File: src/rtl/flit_perm_pkg.sv
// flit_perm_pkg: flit field offsets, stage count and golden-flit test shared by the permutation network
package flit_perm_pkg;
  localparam int FLIT_MAX = 64;
  localparam int PID_MAX = 16;
  function automatic int valid_bit(int flit_w);
    return flit_w - 1;
  endfunction
  function automatic int dest_lsb(int flit_w, int dest_w);
    return flit_w - 1 - dest_w;
  endfunction
  function automatic int pid_lsb(int flit_w, int dest_w, int pid_w);
    return flit_w - 1 - dest_w - pid_w;
  endfunction
  function automatic int num_stages(int num_ports);
    return $clog2(num_ports);
  endfunction
  function automatic logic flit_is_golden(logic [FLIT_MAX-1:0] flit, logic [PID_MAX-1:0] gid,
                                          int flit_w, int pid_lsb_i, int pid_w);
    logic [FLIT_MAX-1:0] v;
    logic [PID_MAX-1:0] m;
    v = flit >> valid_bit(flit_w);
    m = PID_MAX'((32'd1 << pid_w) - 32'd1);
    return v[0] && ((PID_MAX'(flit >> pid_lsb_i) & m) == (gid & m));
  endfunction
endpackage

File: src/rtl/perm_arb_2x2.sv
// perm_arb_2x2: registered 2x2 deflection arbiter (golden priority, own round-robin tie_ptr)
module perm_arb_2x2
  import flit_perm_pkg::*;
#(
  parameter int FLIT_W = 10,
  parameter int DEST_W = 3,
  parameter int PID_W = 2
) (
  input  logic clk,
  input  logic rst_n,
  input  logic [3:0] bit_idx,
  input  logic [PID_W-1:0] golden_id,
  input  logic [FLIT_W-1:0] in_lo,
  input  logic [FLIT_W-1:0] in_hi,
  output logic [FLIT_W-1:0] out_lo,
  output logic [FLIT_W-1:0] out_hi
);
  localparam int DL = dest_lsb(FLIT_W, DEST_W);
  localparam int PL = pid_lsb(FLIT_W, DEST_W, PID_W);
  logic tie_ptr, va, vb, wa, wb, ga, gb, cont, a_wins, la, lb;
  logic [FLIT_W-1:0] nlo, nhi;
  always_comb begin
    va = in_lo[FLIT_W-1];
    vb = in_hi[FLIT_W-1];
    wa = 1'(in_lo >> (DL + int'(bit_idx)));
    wb = 1'(in_hi >> (DL + int'(bit_idx)));
    ga = flit_is_golden(FLIT_MAX'(in_lo), PID_MAX'(golden_id), FLIT_W, PL, PID_W);
    gb = flit_is_golden(FLIT_MAX'(in_hi), PID_MAX'(golden_id), FLIT_W, PL, PID_W);
    cont = va && vb && (wa == wb);
    a_wins = (ga != gb) ? ga : !tie_ptr;
    la = (cont && !a_wins) ? !wa : wa;
    lb = (cont && a_wins) ? !wb : wb;
    nlo = (va && !la) ? in_lo : (vb && !lb) ? in_hi : '0;
    nhi = (va && la) ? in_lo : (vb && lb) ? in_hi : '0;
  end
  always_ff @(posedge clk or negedge rst_n)
    if (!rst_n) begin
      out_lo <= '0;
      out_hi <= '0;
      tie_ptr <= 1'b0;
    end else begin
      out_lo <= nlo;
      out_hi <= nhi;
      if (cont && ga == gb) tie_ptr <= !tie_ptr;
    end
endmodule

File: src/rtl/flit_perm_net.sv
// flit_perm_net: pipelined deflection permutation network, log2(NUM_PORTS) arbiter stages; FLIT_PERM_STATS_EN adds defl_cnt
module flit_perm_net
  import flit_perm_pkg::*;
#(
  parameter int NUM_PORTS = 4,
  parameter int FLIT_W = 10,
  parameter int DEST_W = 3,
  parameter int PID_W = 2,
  parameter int GOLDEN_EPOCH = 64
) (
  input  logic clk,
  input  logic rst_n,
  input  logic [NUM_PORTS*FLIT_W-1:0] flit_in,
  output logic [NUM_PORTS*FLIT_W-1:0] flit_out,
`ifdef FLIT_PERM_STATS_EN
  output logic [NUM_PORTS*16-1:0] defl_cnt,
`endif
  output logic [PID_W-1:0] golden_id
);
  localparam int S = num_stages(NUM_PORTS);
  localparam int LW = NUM_PORTS * FLIT_W;
  localparam int EW = GOLDEN_EPOCH > 1 ? $clog2(GOLDEN_EPOCH) : 1;
  logic [EW-1:0] epoch_cnt;
  logic [(S+1)*LW-1:0] stg;
  assign stg[LW-1:0] = flit_in;
  assign flit_out = stg[S*LW +: LW];
  always_ff @(posedge clk or negedge rst_n)
    if (!rst_n) begin
      epoch_cnt <= '0;
      golden_id <= '0;
    end else if (epoch_cnt == EW'(GOLDEN_EPOCH - 1)) begin
      epoch_cnt <= '0;
      golden_id <= golden_id + PID_W'(1);
    end else
      epoch_cnt <= epoch_cnt + EW'(1);
  for (genvar s = 0; s < S; s++) begin : g_stage
    for (genvar p = 0; p < NUM_PORTS/2; p++) begin : g_arb
      localparam int B = S - 1 - s;
      localparam int LO = ((p >> B) << (B + 1)) | (p & ((1 << B) - 1));
      localparam int HI = LO | (1 << B);
      perm_arb_2x2 #(.FLIT_W(FLIT_W), .DEST_W(DEST_W), .PID_W(PID_W)) u_arb (
        .clk(clk),
        .rst_n(rst_n),
        .bit_idx(4'(B)),
        .golden_id(golden_id),
        .in_lo(stg[s*LW + LO*FLIT_W +: FLIT_W]),
        .in_hi(stg[s*LW + HI*FLIT_W +: FLIT_W]),
        .out_lo(stg[(s+1)*LW + LO*FLIT_W +: FLIT_W]),
        .out_hi(stg[(s+1)*LW + HI*FLIT_W +: FLIT_W])
      );
    end
  end
`ifdef FLIT_PERM_STATS_EN
  localparam int DL = dest_lsb(FLIT_W, DEST_W);
  logic [NUM_PORTS-1:0] defl;
  for (genvar i = 0; i < NUM_PORTS; i++) begin : g_defl
    assign defl[i] = flit_out[i*FLIT_W + FLIT_W - 1] && (flit_out[i*FLIT_W + DL +: S] != S'(i));
  end
  always_ff @(posedge clk or negedge rst_n)
    if (!rst_n) defl_cnt <= '0;
    else
      for (int i = 0; i < NUM_PORTS; i++)
        if (defl[i] && defl_cnt[i*16 +: 16] != 16'hffff) defl_cnt[i*16 +: 16] <= defl_cnt[i*16 +: 16] + 16'd1;
`endif
endmodule

File: config.mk
export PLATFORM = sky130hd
export DESIGN_NAME = flit_perm_net
export DESIGN_NICKNAME = d
export VERILOG_FILES = /design/src/rtl/flit_perm_pkg.sv /design/src/rtl/perm_arb_2x2.sv /design/src/rtl/flit_perm_net.sv
export SDC_FILE = /design/constraint.sdc
export NUM_CORES = 1
export LEC_CHECK = 0
export ABC_CLOCK_PERIOD_IN_PS = 2029
export BUFFER_PORTS_ARGS = -buffer_cell sky130_fd_sc_hd__buf_2
export CORE_ASPECT_RATIO = 1.2
export CORE_MARGIN = 3
export CORE_UTILIZATION = 30
export CTS_BUF_LIST = sky130_fd_sc_hd__clkbuf_16
export DETAILED_ROUTE_END_ITERATION = 16
export PLACE_DENSITY = 0.55
export SYNTH_ARGS = -nofsm -noshare
export SYNTH_HDL_FRONTEND = slang
export SYNTH_SLANG_ARGS = --single-unit
File: constraint.sdc
create_clock -name clk -period 2.03 [get_ports clk]
set_clock_uncertainty 0.15 [all_clocks]
set_input_delay 0.203 -clock clk [delete_from_list [all_inputs] [get_ports clk]]
set_output_delay 0.203 -clock clk [all_outputs]
set_load 0.01 [all_outputs]
; ---- Yosys cells after proc, flatten, opt, wreduce, memory -nomap -nowiden
; Index checks and enable logic that the tools add are counted.
[op_classes]
add_sub_neg = 2
eq_ne = 21
muxes = 29
n_reduce_logical = 68
[op_table]
columns = cell, count
row1 = 10-bit 2-to-1 mux, 16
row2 = 1-bit logical AND, 44
row3 = 1-bit logical NOT, 24
row4 = 2-bit equality test, 8
row5 = 1-bit 2-to-1 mux, 12
row6 = 1-bit equality test, 8
row7 = 6-bit by 1-bit adder with 6-bit output (second input constant), 1
row8 = 6-bit equality test (second input constant), 1
row9 = 6-bit 2-to-1 mux, 1
row10 = 1-bit inequality test, 4
row11 = 2-bit by 1-bit adder with 2-bit output (second input constant), 1
[totals]
regBits = 92
out_inout_bits = 42

; ---- Depth between registers and ports, before layout
; Gate-level depths: netlist of run 1.
[logic_depth]
ltp_word = 10
depth_mapped = 6

; ---- Modules after synthesis
; Synthesis of run 1 repeated with hierarchy kept, for this count alone.
[hier_totals]
cells_unflattened = 386
area_unflattened_um2 = 4374.2
[modules_own_cells]
columns = module, instances, cells_per_inst, area_each_um2, seq_area_each_um2
row1 = perm_arb_2x2, 4, 89, 1006.0, 525.5
row2 = flit_perm_net, 1, 30, 350.3, 200.2

; ---- Least setup slack after synthesis of run 1
; Ideal clock, no wire load.
[synth_path]
kind = flip-flop to flip-flop
start = register golden_id[0]
end = register g_stage[1].g_arb[0].u_arb.out_hi[8]
t_arrival_ps = 1766
required_ps = 1727
path_slack_ps = -39
stages_incl_launch_ff = 7
n_path_buf = 1
period_less_slack_ps = 2069
cell_sequence = dfrtp_1 > buf_6 > xnor2_1 > nand4_1 > a311oi_2 > xnor2_1 > o22ai_1
[synth_between]
elab_chain_len = 9
[synth_lines]
columns = item, line_no
row1 = start: declaration, flit_perm_net.sv:18  ; output logic [PID_W-1:0] golden_id
row2 = start signal: assignment, flit_perm_net.sv:33  ; golden_id <= golden_id + PID_W'(1);
row3 = 2-bit equality test, flit_perm_pkg.sv:23  ; return v[0] && ((PID_MAX'(flit >> pid_lsb_i) & m) == (gid & m));
row4 = 1-bit logical AND, flit_perm_pkg.sv:23
row5 = 1-bit inequality test, perm_arb_2x2.sv:30  ; a_wins = (ga != gb) ? ga : !tie_ptr;
row6 = 1-bit 2-to-1 mux *, perm_arb_2x2.sv:30
row7 = 1-bit logical AND or 1-bit logical NOT (tied branches), "perm_arb_2x2.sv:32, perm_arb_2x2.sv:31"
row8 = 1-bit 2-to-1 mux or 1-bit logical AND (tied branches), "perm_arb_2x2.sv:32, perm_arb_2x2.sv:31"
row9 = 1-bit logical AND or 1-bit 2-to-1 mux (tied branches), "perm_arb_2x2.sv:34, perm_arb_2x2.sv:31"
row10 = 10-bit 2-to-1 mux or 1-bit logical AND (tied branches), perm_arb_2x2.sv:34  ; nhi = (va && la) ? in_lo : (vb && lb) ? in_hi : '0;
row11 = 10-bit 2-to-1 mux *, perm_arb_2x2.sv:34
row12 = named net g_stage[1].g_arb[0].u_arb.nhi[8], perm_arb_2x2.sv:21  ; logic [FLIT_W-1:0] nlo, nhi;
row13 = end signal: assignment, perm_arb_2x2.sv:43  ; out_hi <= nhi;
row14 = end: declaration, perm_arb_2x2.sv:16  ; output logic [FLIT_W-1:0] out_hi
; The timed path passes the listed nets; every way through them passes the cells marked *.
; A chain may end at the register's enable or synchronous reset.

; ---- Worst setup path after layout of run 1
[layout_path]
start = register golden_id[0]
end = register g_stage[1].g_arb[1].u_arb.out_lo[2]
[layout_between]
elab_chain_len = 10
[layout_lines]
columns = item, line_no
row1 = 2-bit equality test, flit_perm_pkg.sv:23
row2 = 1-bit logical AND, flit_perm_pkg.sv:23
row3 = 1-bit inequality test, perm_arb_2x2.sv:30
row4 = 1-bit 2-to-1 mux *, perm_arb_2x2.sv:30
row5 = 1-bit logical AND or 1-bit logical NOT (tied branches), "perm_arb_2x2.sv:32, perm_arb_2x2.sv:31"
row6 = 1-bit 2-to-1 mux or 1-bit logical AND (tied branches), "perm_arb_2x2.sv:32, perm_arb_2x2.sv:31"
row7 = 1-bit logical NOT or 1-bit 2-to-1 mux (tied branches), "perm_arb_2x2.sv:33, perm_arb_2x2.sv:31"
row8 = 1-bit logical AND or 1-bit logical NOT (tied branches), perm_arb_2x2.sv:33  ; nlo = (va && !la) ? in_lo : (vb && !lb) ? in_hi : '0;
row9 = 10-bit 2-to-1 mux or 1-bit logical AND (tied branches), perm_arb_2x2.sv:33
row10 = 10-bit 2-to-1 mux *, perm_arb_2x2.sv:33
row11 = named net g_stage[1].g_arb[1].u_arb.nlo[2], perm_arb_2x2.sv:21
row12 = end signal: assignment, perm_arb_2x2.sv:42  ; out_lo <= nlo;
row13 = end: declaration, perm_arb_2x2.sv:15  ; output logic [FLIT_W-1:0] out_lo,
; Marked as above.

==> flow_summary.yaml, run 1 <==
floorplanning:
  start_util: 0.310
  rows: 45
  die_h_um: 132
  die_x_um: 111
  coreArea_mm2: 0.0128
  io_pins: 84
  dieArea_mm2: 0.0146
setup_path:
  critPathCaptureType: "register"
  critPathLaunchType: "register"
  cp.arrival_ns: 2.16
  path_max_fanout: 5
  cp_data_required_time_ns: 2.09
  criticalPathCategory: "register to register"
  rrSetupSlack_ns: -0.07
cts:
  clk_root_buffer_cell: "clkbuf_16"
  cts_num_sinks: 92
  clockBufferDepth: 2
  insertion_delay_ns: 0.34
  numCtsBuffers: 9
  cts_tree: "built"
  clk_pin_slew_ns: 0.06
  cts_max_level: 3
final_layout:
  design_area_mm2: 0.00592
  drive_above_1_share: 0.429
  fin_nets: 548
  final_common_cell: "dfrtp_1"
  antenna_cells: 0
  final_cell_mix: "dfrtp_1, buf_2, nand2_1"
  synthToLayoutAreaGrowth_pct: 49.2
drt:
  dr.pass1.iters: 4
  ant_nets: 0
  drc: 0
  via_count: 3368
  vias_per_cell: 5.00
  wire_per_inst_um: 16.6
  first_iter_violations: 133
  wirelength_um: 11200
yosys:
  synth_cells: 351
  synth_flop_cell: "dfrtp_1"
  ys_seq_area_frac: 0.580
  syn-num-nets: 394
  synthDistinctLibCells: 22
  netlist_area_mm2: 0.00397
  yosys_warnings: 0
  syn_area_per_cell_um2: 11.3
  synth_edf_count: 0
  synth_seq_cells: 92
  async_flop_share: 1.00
sta:
  fin_crit_ns: 2.10
  slew_headroom: 0.702
  finalCritPeriodShare: 1.03
  hold_slack_ns: 0.0206
  hold_viol: 0
  setup_ws_ns: -0.0659
  finalMaxSlewViolations: 0
  fmax_mhz: 477
  setup_viol: 43
  worst_pin_slew_ns: 0.446
  rsz0062_at_grt: "true"
global_routing:
  antenna_found_initial: 0
  grt_max_degree: 60
  grt_pass1_vias: 3596
  overflow: 0
  grt_pass1_wl_um: 18200
  grt_util_all_layers: 0.156
placed_design:
  place_hpwl_um: 8560
  gp_congestion: 0.866
  placed_cell_area_mm2: 0.00498
  port-buffer-count: 83
pwr:
  power_mw: 5.14
  p_per_area_mw_per_mm2: 869
  vdd_drop_max_mv: 0.424
  total_leakage_power_nw: 2.74
run_status:
  run_status: "complete, but fails checks"
  violations: "setup timing"
min_path:
  hold_path_class: "input pin to register"
run:
  maxCapViolCount: 0
## sequential cells by signal (all words and copies together) (netlist names)
register                     count
g_stage.g_arb.u_arb.out_hi      40
g_stage.g_arb.u_arb.out_lo      40
g_stage.g_arb.u_arb.tie_ptr      4
golden_id                        2
epoch_cnt                        6
## metrics by stage
step / setup slack [ns] / util / setup TNS, ns / std cells
final: -0.0659 / 0.463 / -0.978 / 674
after global routing: -0.164 / 0.463 / -8.30 / 674
after CTS: -0.0502 / 0.441 / -0.983 / 669
after detailed placement: -0.184 / 0.389 / -6.64 / 643
after global placement: -0.106 / 0.389 / -2.78 / 643
after floorplan: -0.0393 / - / -0.228 / 351
## synth_stat cells, types with 4 or more instances
| cell | count | area [um^2] |
|---|---|---|
| a22o_1 | 12 | 105 |
| a311oi_2 | 4 | 60.1 |
| a31oi_1 | 4 | 25.0 |
| and2_1 | 4 | 25.0 |
| and3_1 | 12 | 75.1 |
| clkbuf_1 | 10 | 37.5 |
| dfrtp_1 | 92 | 2300 |
| nand2_1 | 67 | 251 |
| nand3_1 | 11 | 55.1 |
| nand4_1 | 4 | 25.0 |
| nor2_1 | 7 | 26.3 |
| o211ai_1 | 4 | 30.0 |
| o22ai_1 | 64 | 400 |
| xnor2_1 | 34 | 298 |
| xor2_1 | 7 | 61.3 |
| xor2_2 | 8 | 130 |
## area by class of cell
class	count	area, um^2
fillers	1165	6860
flip-flops and latches	92	2300
multi-input cells	247	2090
repair buffers	155	1030
clock buffers	9	225
well taps	164	205
clock inverters	7	58.8
## logic make-up after synthesis
kind of cell / synth area share
and+or+nand+nor: 0.117
DFF: 0.580
AOI/OAI and AO/OA: 0.161
xor gates and xnor gates: 0.123
buffers and inverters: 0.0151
adders and majority gates: 0.00315
## routing by layer
layer,vias to the layer above,global-route usage,part of all wire,routed length [um]
li1,1584,-,-,-
met4,0,0.0671,0.022,250
met3,16,0.0285,0.048,532
met5,-,0.00667,0,0
met2,96,0.270,0.52,5850
met1,1672,0.191,0.41,4550
## report_power, final
part	internal, mW	switching (mW)
sequential	2.05	0.151
combinational	0.665	0.694
clock	0.935	0.649
total	3.65	1.49
## path summary, 6_finish.rpt
kind	start	to	depth (start not counted)
setup / recovery	golden_id[0]$_DFFE_PN0N_	g_stage[1].g_arb[1].u_arb.out_lo[2]$_DFF_PN0_	8
hold / removal	flit_in[28]	g_stage[0].g_arb[0].u_arb.out_lo[8]$_DFF_PN0_	3
setup reg to reg	golden_id[0]$_DFFE_PN0N_	g_stage[1].g_arb[1].u_arb.out_lo[2]$_DFF_PN0_	8
hold reg to reg	epoch_cnt[4]$_DFF_PN0_	epoch_cnt[4]$_DFF_PN0_	1
max in group asynchronous	rst_n	g_stage[1].g_arb[1].u_arb.out_lo[6]$_DFF_PN0_	3
min in group asynchronous	rst_n	g_stage[0].g_arb[0].u_arb.out_lo[1]$_DFF_PN0_	2
## critical path, stage by stage, from the launching register on
cell      delay, ns
dfrtp_1        0.41
buf_6          0.16
xnor2_4        0.13
a31oi_1        0.26
o211ai_1       0.15
buf_4          0.18
xnor2_4        0.23
buf_4          0.20
o22ai_1        0.10
## what timing repair did
action,CTS,global route
buffers inserted,4,5
endpoints found under the setup margin,69,71
pin swaps,24,19
resized for setup,41,35
hold buffers,5,0
gates cloned,1,0
hold endpoints to repair,37,0
Power figures use the tool's default switching activity.
==> run 2: changes to the inputs <==
Settings changed: CELL_PAD_IN_SITES_DETAIL_PLACEMENT set to 0, CELL_PAD_IN_SITES_GLOBAL_PLACEMENT set to 1, CORE_UTILIZATION 30 to 38, PLACE_DENSITY 0.55 to 0.79, SETUP_SLACK_MARGIN set to 0.02.
==> run 2 against run 1 <==
- the run still ends with setup timing left
- via count rose by 0.62%
- clock power fell by 4%
- cell area rose by 1.1%
- worst hold slack improved by 0.0019 ns
- maximum frequency fell by 0.90%
- sequential share of layout area fell by 0.40 points
- sequential power barely moved
- combinational power rose by 4%
- global-route usage rose by 2.2 points
- critical path depth did not move
- clock-buffer cell count did not move
- non-clock buffer count fell by 7
- critical endpoint is now g_stage[0].g_arb[0].u_arb.out_hi[9]$_DFF_PN0_
==> flow_summary.yaml, run 2 (synthesis gave the netlist of run 1 again) <==
cts:
  cts_num_sinks: 92
  cts_max_level: 3
  clockBufferDepth: 2
  insertion_delay_ns: 0.34
  numCtsBuffers: 9
  cts_tree: "built"
  clk_pin_slew_ns: 0.07
  clk_root_buffer_cell: "clkbuf_16"
pwr:
  comb_power_share: 0.276
  clockPowerShare: 0.296
  power.switching_mw: 1.56
  intPower_mw: 3.56
  seq_power_share: 0.427
  p_per_area_mw_per_mm2: 856
  vdd_drop_max_mv: 0.600
  total_leakage_power_nw: 2.76
  p_sw_frac: 0.305
drt:
  dr.pass1.iters: 4
  drc: 0
  ant_nets: 0
  wirelength_um: 10900
  first_iter_violations: 213
  wire_per_inst_um: 17.4
  via_count: 3389
  vias_per_cell: 5.38
placed_design:
  preCtsSetupSlack_ns: -0.191
  placed_cell_area_mm2: 0.00485
  port-buffer-count: 83
  place_hpwl_um: 7630
  gp_congestion: 0.833
final_layout:
  fill_cells: 841
  top_regs: "g_stage.g_arb.u_arb.out_hi: 40 flops, g_stage.g_arb.u_arb.out_lo: 40 flops, epoch_cnt: 6 flops"
  drive_above_1_share: 0.472
  final_common_cell: "dfrtp_1"
  synthToLayoutAreaGrowth_pct: 50.9
  multi_input_area_mm2: 0.00224
  design_area_mm2: 0.00599
  fin_util: 0.592
  seq_area_mm2: 0.00230
  final_cell_mix: "dfrtp_1, buf_2, nand2_1"
  antenna_cells: 0
  fin_nets: 542
global_routing:
  grt_pass1_wl_um: 16400
  grt_util_all_layers: 0.178
  antenna_found_initial: 0
  overflow: 0
  grt_max_degree: 29
  grt_pass1_vias: 3397
setup_path:
  cp_top_family: "compound AO/OA/AOI/OAI gates"
  rr_endpoint: "g_stage[0].g_arb[0].u_arb.out_hi[9]$_DFF_PN0_"
  slowest_stage: "dfrtp_2"
  rrSetupSlack_ns: -0.09
  max_stage_delay_ns: 0.43
  crit_top_cell: "buf_4"
  cp-endpoint: "g_stage[0].g_arb[0].u_arb.out_hi[9]$_DFF_PN0_"
  path_max_fanout: 9
  critPathCaptureType: "register"
  crit_buf_inv: 3
  cp_data_required_time_ns: 2.10
  cp.arrival_ns: 2.19
  path_depth: 8
  path_cells: "buf_6, xnor2_4, a31oi_2, o211ai_1, buf_4, xnor2_2, buf_4, a22o_1"
  critPathLaunchType: "register"
  criticalPathCategory: "register to register"
  startpoint: "golden_id[0]$_DFFE_PN0N_"
  r2r-start: "golden_id[0]$_DFFE_PN0N_"
  reg2reg_depth: 8
sta:
  setup_ws_ns: -0.0851
  worst_pin_slew_ns: 0.354
  fmax_mhz: 473
  finalCritPeriodShare: 1.04
  finalMaxSlewViolations: 0
  fin_crit_ns: 2.12
  setup_viol: 55
  rsz0062_at_grt: "true"
  slew_headroom: 0.763
  hold_viol: 0
floorplanning:
  die_h_um: 118
  rows: 40
  coreArea_mm2: 0.0101
  start_util: 0.392
  io_pins: 84
  die_x_um: 99.3
  dieArea_mm2: 0.0117
run_status:
  violations: "setup timing"
  run_status: "complete, but fails checks"
run:
  maxCapViolCount: 0
min_path:
  hold_path_class: "input pin to register"
==> run 2: cell count changes in the layout (fill, tap and decap cells not counted), moves of 2 or more <==
| cell | before | now |
|---|---|---|
| and3_4 | 0 | 2 |
| o22ai_4 | 1 | 3 |
| xnor2_1 | 18 | 13 |
| dfrtp_2 | 0 | 2 |
| o22ai_2 | 25 | 33 |
| buf_4 | 52 | 45 |
| dlygate4sd3_1 | 5 | 1 |
| and3_1 | 12 | 10 |
| xnor2_2 | 5 | 11 |
| dfrtp_1 | 92 | 90 |
| buf_12 | 1 | 4 |
| inv_6 | 0 | 2 |
| o22ai_1 | 38 | 28 |
==> run 2: worst min-delay path by stage <==
stage | from | endpoint | cells past startpoint
after detailed placement | rst_n | g_stage[1].g_arb[1].u_arb.out_lo[9]$_DFF_PN0_ | 1
after floorplan | rst_n | epoch_cnt[0]$_DFF_PN0_ | 0
final | flit_in[28] | g_stage[0].g_arb[0].u_arb.out_lo[8]$_DFF_PN0_ | 3
after CTS | flit_in[10] | g_stage[0].g_arb[1].u_arb.out_hi[0]$_DFF_PN0_ | 3
after global placement | rst_n | g_stage[1].g_arb[1].u_arb.out_lo[9]$_DFF_PN0_ | 1
after global routing | flit_in[2] | g_stage[0].g_arb[0].u_arb.out_lo[2]$_DFF_PN0_ | 3
==> run 2: stage by stage <==
stage	std cells	setup TNS (ns)	hold slack, ns	total power [mW]
after floorplan	351	-0.220	-0.243	2.77
after global placement	591	-5.96	-0.0249	3.24
after detailed placement	591	-9.25	-0.0228	3.28
after CTS	620	-0.0208	0.000497	4.91
after global routing	630	-8.04	0.0172	5.36
final	630	-1.81	0.0225	5.12
==> run 2: area by class of cell <==
| type | instances | area share |
|---|---|---|
| Sequential cell | 92 | 0.385 |
| Multi-Input combinational cell | 248 | 0.374 |
| Timing Repair Buffer | 148 | 0.169 |
| Clock buffer | 9 | 0.0376 |
| Tap cell | 126 | 0.0263 |
| Clock inverter | 7 | 0.00836 |
==> run 2: power groups by stage <==
stage	registers (mW)	logic [mW]	clock network, mW
after floorplan	2.23	0.537	0
after global placement	2.20	1.05	0
after detailed placement	2.20	1.07	0
after CTS	2.18	1.18	1.55
after global routing	2.21	1.52	1.64
final	2.19	1.41	1.52
==> run 2: what timing repair did <==
item	in CTS	in global routing
resized for setup	32	71
pin swaps	10	27
hold buffers	1	0
endpoints found under the setup margin	72	72
endpoints found under the hold margin	71	0
cloned	0	6
setup buffers	12	5
==> run 2: worst register-to-register path, cell delays in order, from the launching register on <==
cell and delay, ns:
dfrtp_2 0.43, buf_6 0.15, xnor2_4 0.15, a31oi_2 0.27
o211ai_1 0.14, buf_4 0.17, xnor2_2 0.12, buf_4 0.18
a22o_1 0.23
==> run 2: routing by layer <==
layer / part of all wire / GRT usage
met1: 0.37 / 0.207
met2: 0.54 / 0.308
met3: 0.054 / 0.0368
met4: 0.041 / 0.0871
met5: 0 / 0
==> run 3: changes to the inputs <==
--- a/config.mk
+++ b/config.mk
@@ -7,3 +7,3 @@
 export LEC_CHECK = 0
-export ABC_CLOCK_PERIOD_IN_PS = 2029
+export ABC_CLOCK_PERIOD_IN_PS = 2700
 export BUFFER_PORTS_ARGS = -buffer_cell sky130_fd_sc_hd__buf_2
@@ -13,6 +13,6 @@
 export CORE_MARGIN = 3
-export CORE_UTILIZATION = 38
+export CORE_UTILIZATION = 46
 export CTS_BUF_LIST = sky130_fd_sc_hd__clkbuf_16
 export DETAILED_ROUTE_END_ITERATION = 16
-export PLACE_DENSITY = 0.79
+export PLACE_DENSITY = 0.89
 export SETUP_SLACK_MARGIN = 0.02
==> constraint.sdc (replaced) <==
create_clock -name clk -period 2.7 [get_ports clk]
set_clock_uncertainty 0.15 [all_clocks]
set_input_delay 0.27 -clock clk [delete_from_list [all_inputs] [get_ports clk]]
set_output_delay 0.27 -clock clk [all_outputs]
set_load 0.02 [all_outputs]
==> run 3 against run 2 <==
- the flow finishes with violations (hold timing)
- critical path depth is 3 lower
- worst hold slack lost 0.038 ns
- sequential share of layout area increased by 9.7 points
- largest cell class unchanged
- routed wire length is 17% lower
==> flow_summary.yaml, run 3 (synthesis gave the netlist of run 1 again) <==
pwr:
  p_per_area_mw_per_mm2: 729
  vdd_drop_max_mv: 0.394
  power_mw: 3.48
  total_leakage_power_nw: 2.25
sta:
  hold_viol: 5
  worst_pin_slew_ns: 1.10
  tns_ns: 0
  setup_viol: 0
  rsz0062_at_grt: "false"
  fmax_mhz: 401
  finalCritPeriodShare: 0.924
  fin_crit_ns: 2.49
  slew_headroom: 0.267
  hold_slack_ns: -0.0156
  finalMaxSlewViolations: 0
drt:
  wirelength_um: 9130
  dr.pass1.iters: 5
  wire_per_inst_um: 16.4
  ant_nets: 0
  first_iter_violations: 241
  drc: 0
  via_count: 3064
  vias_per_cell: 5.51
setup_path:
  path_max_fanout: 11
  crit_top_cell: "xnor2_1"
  path_cells: "xnor2_1, a31oi_1, a311oi_2, xnor2_1, o22ai_1"
  max_stage_delay_ns: 0.69
  critPathCaptureType: "register"
  cp_data_required_time_ns: 2.72
  criticalPathCategory: "register to register"
  critPathLaunchType: "register"
  cp_top_family: "XOR/XNOR gates"
  slowest_stage: "dfrtp_1"
  cp.arrival_ns: 2.51
  crit_buf_inv: 0
global_routing:
  grt_pass1_vias: 2953
  grt_pass1_wl_um: 14400
  grt_util_all_layers: 0.192
  antenna_found_initial: 0
  overflow: 0
  grt_max_degree: 93
final_layout:
  fin_util: 0.579
  fin_nets: 480
  antenna_cells: 0
  synthToLayoutAreaGrowth_pct: 20.3
  fill_cells: 714
  final_cell_mix: "dfrtp_1, buf_2, nand2_1"
  top_regs: "g_stage.g_arb.u_arb.out_hi: 40 flops, g_stage.g_arb.u_arb.out_lo: 40 flops, epoch_cnt: 6 flops"
  stdcell_count: 556
  final_common_cell: "dfrtp_1"
  drive_above_1_share: 0.258
cts:
  clk_root_buffer_cell: "clkbuf_16"
  clockBufferDepth: 2
  cts_tree: "built"
  cts_num_sinks: 92
  numCtsBuffers: 9
  hold_buffers: 0
  insertion_delay_ns: 0.34
  clk_pin_slew_ns: 0.06
  cts_max_level: 3
min_path:
  hold_path_class: "input pin to asynchronous set/reset pin"
run_status:
  run_status: "complete, but fails checks"
  violations: "hold timing"
floorplanning:
  rows: 36
  dieArea_mm2: 0.00978
  start_util: 0.481
  coreArea_mm2: 0.00824
  die_h_um: 108
  die_x_um: 90.8
  io_pins: 84
placed_design:
  place_hpwl_um: 6850
  dp_cells: 540
  port-buffer-count: 83
  gp_congestion: 0.833
run:
  maxCapViolCount: 0
## run 3: worst register-to-register path, cell delays in order, from the launching register on
cell      delay [ns]
dfrtp_1         0.69
xnor2_1         0.21
a31oi_1         0.31
a311oi_2        0.12
xnor2_1         0.65
o22ai_1         0.20
## run 3: path summary, 6_finish.rpt
path / start / end / slack (ns) / depth (start not counted)
hold / removal: rst_n / g_stage[1].g_arb[1].u_arb.out_lo[6]$_DFF_PN0_ / -0.02 / 1
setup reg to reg: golden_id[0]$_DFFE_PN0N_ / g_stage[0].g_arb[0].u_arb.out_hi[0]$_DFF_PN0_ / 0.21 / 5
setup / recovery: golden_id[0]$_DFFE_PN0N_ / g_stage[0].g_arb[0].u_arb.out_hi[0]$_DFF_PN0_ / 0.21 / 5
hold reg to reg: epoch_cnt[4]$_DFF_PN0_ / epoch_cnt[4]$_DFF_PN0_ / 0.34 / 1
max in group asynchronous: rst_n / g_stage[0].g_arb[0].u_arb.out_lo[6]$_DFF_PN0_ / 1.71 / 1
min in group clk: flit_in[8] / g_stage[0].g_arb[0].u_arb.out_hi[8]$_DFF_PN0_ / 0.07 / 3
## run 3: where the power goes
group,internal (mW),switching [mW]
Combinational,0.269,0.440
Sequential,1.54,0.126
Clock,0.610,0.496
Total,2.42,1.06
## run 3: timing repair
action	in CTS	in global routing
gates resized for setup	0	2
buffers inserted	0	0
setup endpoints to repair	0	10
## run 3: area by class of cell
class	count	area [um^2]	share of cell area
timing repair buffer	87	448	0.0938
multi-input combinational	247	1620	0.339
sequential	92	2300	0.482
tap	114	143	0.0299
clock inverter	7	36.3	0.00760
clock buffer	9	225	0.0472
## run 3: per-layer routing
| layer | up-vias | share of wire | GRT usage |
|---|---|---|---|
| met5 | - | 0 | 0 |
| met4 | 0 | 0.023 | 0.0853 |
| met3 | 19 | 0.060 | 0.0420 |
| met2 | 125 | 0.51 | 0.324 |
| met1 | 1484 | 0.41 | 0.237 |
| li1 | 1436 | - | - |
## run 3: stage by stage
step	setup WS (ns)	instance area, um^2
detailed placement	0.211	4500
global route	0.0335	4770
global placement	0.337	4500
CTS	0.201	4760
finish	0.205	4770
floorplan	0.571	3970
